==> src/rtl/gpio_lite_pkg7.sv <==
// Shared constants for the GPIO lite input filter and its subunit.
package gpio_lite_pkg7;

  localparam int unsigned WidthDef = 16;
  localparam int unsigned CntWDef  = 4;
  localparam int unsigned PreWDef  = 8;

  // Filtered pin reset value; must match the subunit's pin_in7 reset value.
  localparam logic                PinFiltRstBit = 1'b0;
  localparam logic [WidthDef-1:0] PinFiltRst    = {WidthDef{PinFiltRstBit}};

endpackage

==> src/rtl/gpio_lite_filter_bit7.sv <==
// One pin's debounce counter and filtered output flop.
module gpio_lite_filter_bit7
  import gpio_lite_pkg7::*;
#(
  parameter int unsigned CNT_W = CntWDef
) (
  input  logic             pclk7,
  input  logic             n_reset7,
  input  logic             tick,
  input  logic             enable,
  input  logic             sample,
  input  logic [CNT_W-1:0] threshold,
  output logic             filt
);

  logic [CNT_W-1:0] cnt_q, cnt_d;
  logic             filt_q, filt_d;
  logic [CNT_W:0]   cnt_inc;
  logic [CNT_W:0]   thr_eff;

  // Next-state: bypass follows the sample, enabled pins count differing ticks.
  always_comb begin
    cnt_d   = cnt_q;
    filt_d  = filt_q;
    // Compare one bit wider so cnt + 1 can never wrap.
    cnt_inc = {1'b0, cnt_q} + (CNT_W + 1)'(1);
    thr_eff = (threshold == '0) ? (CNT_W + 1)'(1) : {1'b0, threshold};
    if (!enable) begin
      filt_d = sample;
      cnt_d  = '0;
    end else if (tick) begin
      if (sample == filt_q) begin
        cnt_d = '0;
      end else if (cnt_inc >= thr_eff) begin
        filt_d = sample;
        cnt_d  = '0;
      end else begin
        cnt_d = cnt_inc[CNT_W-1:0];
      end
    end
  end

  // State registers.
  always_ff @(posedge pclk7 or negedge n_reset7) begin
    if (!n_reset7) begin
      cnt_q  <= '0;
      filt_q <= PinFiltRstBit;
    end else begin
      cnt_q  <= cnt_d;
      filt_q <= filt_d;
    end
  end

  assign filt = filt_q;

endmodule

==> src/rtl/gpio_lite_pin_filter7.sv <==
// Pad input synchroniser, shared sample prescaler, per-pin debounce and change pulse.
module gpio_lite_pin_filter7
  import gpio_lite_pkg7::*;
#(
  parameter int unsigned WIDTH = WidthDef,
  parameter int unsigned CNT_W = CntWDef,
  parameter int unsigned PRE_W = PreWDef
) (
  input  logic             pclk7,
  input  logic             n_reset7,
  input  logic [WIDTH-1:0] pin_raw,
  input  logic [WIDTH-1:0] filt_enable,
  input  logic [PRE_W-1:0] prescale,
  input  logic [CNT_W-1:0] threshold,
  output logic [WIDTH-1:0] pin_filt,
  output logic [WIDTH-1:0] filt_change
);

  logic [WIDTH-1:0] sync_a_q, sync_a_d;
  logic [WIDTH-1:0] sync_b_q, sync_b_d;
  logic [PRE_W-1:0] pre_cnt_q, pre_cnt_d;
  logic [WIDTH-1:0] pin_filt_q, pin_filt_d;
  logic             tick;

  // Synchroniser, prescaler and change-detector next state.
  always_comb begin
    sync_a_d   = pin_raw;
    sync_b_d   = sync_a_q;
    // >= rather than == so lowering prescale below pre_cnt ticks at once.
    tick       = (pre_cnt_q >= prescale);
    pre_cnt_d  = tick ? '0 : pre_cnt_q + PRE_W'(1);
    pin_filt_d = pin_filt;
  end

  // Shared state registers.
  always_ff @(posedge pclk7 or negedge n_reset7) begin
    if (!n_reset7) begin
      sync_a_q   <= '0;
      sync_b_q   <= '0;
      pre_cnt_q  <= '0;
      pin_filt_q <= {WIDTH{PinFiltRstBit}};
    end else begin
      sync_a_q   <= sync_a_d;
      sync_b_q   <= sync_b_d;
      pre_cnt_q  <= pre_cnt_d;
      pin_filt_q <= pin_filt_d;
    end
  end

  for (genvar i = 0; i < WIDTH; i++) begin : g_bit
    gpio_lite_filter_bit7 #(
      .CNT_W (CNT_W)
    ) u_bit (
      .pclk7     (pclk7),
      .n_reset7  (n_reset7),
      .tick      (tick),
      .enable    (filt_enable[i]),
      .sample    (sync_b_q[i]),
      .threshold (threshold),
      .filt      (pin_filt[i])
    );
  end

  assign filt_change = pin_filt ^ pin_filt_q;

endmodule

==> config.mk <==
export PLATFORM = sky130hd
export DESIGN_NAME = gpio_lite_pin_filter7
export DESIGN_NICKNAME = d
export VERILOG_FILES = /design/src/rtl/gpio_lite_pkg7.sv /design/src/rtl/gpio_lite_filter_bit7.sv /design/src/rtl/gpio_lite_pin_filter7.sv
export SDC_FILE = /design/constraint.sdc
export NUM_CORES = 1
export LEC_CHECK = 0
export ABC_AREA = 1
export CAP_MARGIN = 30
export CORE_MARGIN = 2
export CORE_UTILIZATION = 55
export CTS_BUF_LIST = sky130_fd_sc_hd__clkbuf_8
export DETAILED_ROUTE_END_ITERATION = 12
export PLACE_DENSITY_LB_ADDON = 0.3
export SYNTH_ARGS = -nofsm -noshare
export SYNTH_HDL_FRONTEND = slang
export SYNTH_SLANG_ARGS = --single-unit
==> constraint.sdc <==
create_clock -name pclk7 -period 2.3 [get_ports pclk7]
set_input_delay 0.345 -clock pclk7 [delete_from_list [all_inputs] [get_ports pclk7]]
set_output_delay 0.345 -clock pclk7 [all_outputs]
set_load 0.01 [all_outputs]
[Word level (Yosys, flattened, before mapping)]
Cells that the tools add are included.
Storage, ports and cells
  register bits: 136
  input bits: 46
  output and inout port bits: 32
  logic and storage cells: 282
Cells by class
  $add $sub $neg: 17
  eq/ne operators: 64
  reductions and logical operators: 17
  bitwise gates (word level): 1
  muxes and demuxes: 130
  magnitude comparators: 17
Operators by type and width (count)
  $mux W4: 65
  $add A4 B1 Y5 const B: 16
  $mux W1: 64
  $ne A2 B1 Y1 const B: 32
  $reduce_and A3 Y1: 16
  $ge A5 B4 Y1: 8
  $ge A5 B5 Y1: 8
  $ne A2 B2 Y1 const B: 16
  $eq A1 B1 Y1: 16
  $xor A16 B16 Y16: 1
  $add A8 B1 Y8 const B: 1
  $ge A8 B8 Y1: 1
  $mux W8: 1
  $logic_not A4 Y1: 1

[Longest topological paths before layout]
  word-level depth: 7
  gate-level depth with buffers: 16
  mapped depth without buffers: 14

[Hierarchy]
From an unflattened synthesis, not the netlist that was laid out.
Second synthesis, totals
  cells, all modules: 982
  area total of the unflattened synthesis: 8365.5 um2
By module, submodules not included
  gpio_lite_filter_bit7: sequential area each 125.1 um2, instances 16, area an instance 402.9 um2, cells an instance 53
  gpio_lite_pin_filter7: sequential area each 1401.3 um2, instances 1, area an instance 1919.3 um2, cells an instance 134

[Worst setup path before layout]
Ideal clock, no wire load.
  path kind: input to register
  start point: in threshold[3]
  end point: reg g_bit[10].u_bit.cnt_q[0]
  arrival time: 2.074 ns
  cell stages on the path: 14
  path slack: 0.161 ns
  path buffers: 2
  data required time: 2.235 ns
  setup time: 0.065 ns
  cell sequence: buf_4 inv_2 buf_2 a31o_2 ha_1 o21ai_0 nand2_1 nand2_1 nand2_1 nand2_1 nand2_1 nor2_1 nand3_1 nand2_1
Between the ends
  longest elaborated chain between the ends: 7
RTL lines
  start, declared: line gpio_lite_pin_filter7.sv:14  | input logic [CNT_W-1:0] threshold,
  $logic_not A4 Y1: line gpio_lite_filter_bit7.sv:27  | thr_eff = (threshold == '0) ? (CNT_W + 1)'(1) : {1'b0, threshold};
  $mux W4 (*): line gpio_lite_filter_bit7.sv:27
  $ge A5 B4 Y1 (*): line gpio_lite_filter_bit7.sv:34  | end else if (cnt_inc >= thr_eff) begin
  $mux W4 (*): line gpio_lite_filter_bit7.sv:34
  $mux W4 (*): line gpio_lite_filter_bit7.sv:32  | if (sample == filt_q) begin
  $mux W4 (*): line gpio_lite_filter_bit7.sv:31  | end else if (tick) begin
  $mux W4 (*): line gpio_lite_filter_bit7.sv:28  | if (!enable) begin
  end signal, assigned: line gpio_lite_filter_bit7.sv:49  | cnt_q <= cnt_d;
  end, declared: line gpio_lite_filter_bit7.sv:16  | logic [CNT_W-1:0] cnt_q, cnt_d;
Mark *: on every way between the ends. The rest lies on a longest branch, timed or not. The select of a mux whose other input is x is not followed.
A chain may end at the register's enable or synchronous reset.

[Worst setup path after layout]
  start point: in threshold[3]
  end point: reg g_bit[6].u_bit.cnt_q[3]
Between the ends
  longest elaborated chain between the ends: 7
RTL lines (line)
  $logic_not A4 Y1: gpio_lite_filter_bit7.sv:27
  $mux W4 (*): gpio_lite_filter_bit7.sv:27
  $ge A5 B5 Y1 (*): gpio_lite_filter_bit7.sv:34
  $mux W4 (*): gpio_lite_filter_bit7.sv:34
  $mux W4 (*): gpio_lite_filter_bit7.sv:32
  $mux W4 (*): gpio_lite_filter_bit7.sv:31
  $mux W4 (*): gpio_lite_filter_bit7.sv:28
  end signal, assigned: gpio_lite_filter_bit7.sv:49
  end, declared: gpio_lite_filter_bit7.sv:16
Marks and branches as above.

==> impl_metrics.yaml <==
cts:
  clock_sinks: 136
  htree_levels: 4
  clock_latency_ns: 0.46
  cts_tree: "built"
  cts_root_buf: "clkbuf_8"
  cts_inserted_buffers: 17
  clockBufferDepth: 2
  cts_setup_buffers: 0
  clkTransAtPathRegs_ns: 0.08
placement:
  place.gp.congestion: 0.870
  hpwl_um: 12400
  dp_slack_ns: -0.292
  port_buffers: 77
  dpl_cell_area_sq_um: 9320
critical_path:
  cp-end-kind: "flop"
  critPathKind: "input port to flop"
  max_stage_delay_ns: 0.51
  crit_fanout: 8
  path_cells: "clkdlybuf4s50_1 -> inv_2 -> a31o_2 -> buf_12 -> ha_1 -> o21ai_0 -> nand2_1 -> nand2_1 -> nand2_1 -> nand2_1 -> nand2_1 -> nor2_1 -> nand3_1 -> nand2_1"
  critPathSlowestCell: "clkdlybuf4s50_1"
  cp_common_cell: "nand2_1"
  cp-start-kind: "input port"
  worstPathRequired_ns: 2.70
  worst-endpoint-arrival_ns: 2.53
layout:
  final_area_sq_um: 9740
  multi_input_area_sq_um: 3870
  antenna_cells: 0
  drive_above_1_share_pct: 6.49
  syn_to_final_growth_pct: 18.5
  nFillCells: 1206
  final_nets: 1322
  regArea_sq_um: 3400
timing:
  fin_ws_ns: 0.168
  grt_setup_unrepaired: "false"
  hold_viol_final: 0
  setup_viol: 0
  fin_skew_ns: 0.00665
  period_share_pct: 92.7
  finalCriticalPeriod_ns: 2.13
  slew_headroom_pct: 70.3
  drv_slew: 0
  max_freq_mhz: 469
  worst-slew-pin-transition_ns: 0.445
synthesis:
  seq_area_frac_synth_pct: 41.4
  syn_nets: 1224
  yosysUniqueCellTypes: 28
  syn-instance-count: 1121
  avgSynthCellArea_sq_um: 7.33
  ys_ff_latch: 136
  yosysWarnings: 0
  syn_area_sq_um: 8220
floorplanning:
  fp.coreArea_sq_um: 14600
  dieArea_sq_um: 15900
  ioPinCount: 78
  rows: 44
  die_x_um: 126
  start_util_pct: 56.3
  die_height_um: 126
power:
  p_sw_share_pct: 35.0
  power.switching_mw: 2.82
  p_seq_share_pct: 39.6
  clockPowerShare_pct: 25.0
  comb_power_share_pct: 35.4
  powerDensity_nw_per_um2: 827
  p_int_mw: 5.23
  cellLeakagePower_nw: 5.53
  ir_drop_v: 0.000550
routing:
  routed_via_density: 5.07
  drc_errors: 0
  wl_per_cell_um: 12.4
  dr.pass1.iters: 7
  first_iter_violations: 567
  ant_nets: 0
  vias: 7185
  totalWireLength_um: 17600
global_routing:
  gr-usage-all-layers_pct: 24.2
  grt_antenna_before_repair: 0
  grt_overflow_total: 0
  grt_pass1_wl_um: 31300
  grt_max_degree: 46
  grt_pass1_vias: 6957
run_status:
  outcome: "finished, final reports clean"
worst_hold_path:
  hold_class: "input port to flop"
job:
  drv_cap: 0
registers in the layout (all words and copies together), names as in the netlist:
signal / cells
pre_cnt_q: 8
sync_a_q: 16
g_bit.u_bit.filt: 16
g_bit.u_bit.cnt_q: 64
sync_b_q: 16
pin_filt_q: 16
area by class of cell:
class	count	area share, %
tap	184	2.36
clock buffer	21	2.97
multi-input combinational	757	39.8
timing repair buffer	107	11.0
inverter	200	7.70
sequential	136	34.9
clock inverter	11	1.25
metal layers:
metal  vias to the layer above  share of wire, %  wire [um]  GRT usage [%]
li1                       3662                 -          -              -
met1                      3332                46       8120           31.3
met2                       145                47       8190           39.9
met3                        46               4.0        706           4.59
met4                         0               3.2        565           10.5
met5                         -                 0          0              0
synth_stat cells:
cell / number / area, sq um
o21ai_1: 2 / 10.0
a21oi_1: 3 / 15.0
ha_1: 57 / 713
inv_2: 3 / 11.3
nand2_2: 2 / 12.5
nor2_2: 8 / 50.1
dfrtp_1: 136 / 3400
o21ai_0: 17 / 85.1
o22ai_1: 6 / 37.5
buf_2: 8 / 40.0
nand3_2: 1 / 10.0
xnor2_1: 7 / 61.3
nor3b_1: 3 / 22.5
nor2_4: 1 / 11.3
nand4_1: 47 / 294
inv_1: 197 / 739
or2_1: 2 / 12.5
buf_6: 1 / 11.3
nor3_1: 1 / 5.00
buf_4: 19 / 143
xor2_1: 27 / 236
a21o_1: 1 / 7.51
nor2_1: 17 / 63.8
nand3b_1: 5 / 37.5
a31o_2: 1 / 8.76
nand2_1: 461 / 1730
nand3_1: 87 / 435
nand4_2: 1 / 12.5
power by group through the flow:
stage / sequential, mW / clock (mW) / combinational (mW)
finish: 3.19 / 2.02 / 2.85
global route: 3.25 / 2.17 / 3.22
global placement: 3.23 / 0 / 2.78
floorplan: 3.13 / 0 / 1.77
detailed placement: 3.24 / 0 / 2.85
CTS: 3.19 / 2.06 / 2.87
final timing paths:
kind | startpoint | to | slack, ns | cells after the start
setup / recovery | threshold[3] | g_bit[6].u_bit.cnt_q[3] | 0.17 | 14
hold / removal | pin_raw[1] | sync_a_q[1] | 0.31 | 1
setup reg to reg | g_bit[6].u_bit.cnt_q[0] | g_bit[6].u_bit.cnt_q[3] | 0.34 | 11
hold reg to reg | sync_a_q[10] | sync_b_q[10] | 0.35 | 0
max in group asynchronous | n_reset7 | sync_a_q[14] | 1.28 | 3
min in group asynchronous | n_reset7 | pre_cnt_q[1] | 0.37 | 2
critical path: cells and delay by family:
kind                     cells  cell delay, ns
AND/OR/NAND/NOR              8            0.74
buffers and inverters        3            0.72
AO/OA/AOI/OAI                2            0.45
adder cells (fa/ha/maj)      1            0.27
logic make-up after synthesis:
logic type	count (synthesis)	share of synthesized area, %
AND/OR/NAND/NOR	636	32.8
buffers and inverters	228	11.5
flip-flops	136	41.4
adder cells (fa/ha/maj)	57	8.68
XOR/XNOR	34	3.62
AO/OA/AOI/OAI	30	1.99
layout by cell type (no fill, tap or decap), types with 2 or more instances in the layout:
master           count
nand4_1             47
nand3b_1             5
clkinv_2             4
nand2_2              2
buf_4               23
dfrtp_1            136
a21oi_1              3
clkbuf_8            21
ha_1                57
or2_1                2
clkinv_4             3
nand2_1            461
xor2_1              27
nor3b_1              3
o22ai_1              6
clkdlybuf4s50_1     76
o21ai_0             17
nand3_1             87
bufinv_16            2
inv_2                3
clkinvlp_4           2
inv_1              197
o21ai_1              2
buf_12               6
nor2_1              16
xnor2_1              7
nor2_2               9
timing repair:
action / CTS / global route
resized for setup: 0 / 1
hold buffers: 1 / 0
setup endpoints to repair: 0 / 1
hold endpoints to repair: 41 / 0
through the flow:
| stage | total power [mW] | hold WS [ns] | TNS [ns] | utilization (%) | cells |
|---|---|---|---|---|---|
| after floorplan | 4.90 | 0.0494 | 0 | - | 1121 |
| final | 8.05 | 0.315 | 0 | 66.8 | 1416 |
| after detailed placement | 6.09 | 0.303 | -12.68 | 63.9 | 1383 |
| after global routing | 8.64 | 0.294 | 0 | 66.8 | 1416 |
| after CTS | 8.12 | 0.293 | 0 | 66.8 | 1416 |
| after global placement | 6.01 | 0.305 | -10.22 | 63.9 | 1383 |
Power figures use the tool's default switching activity.
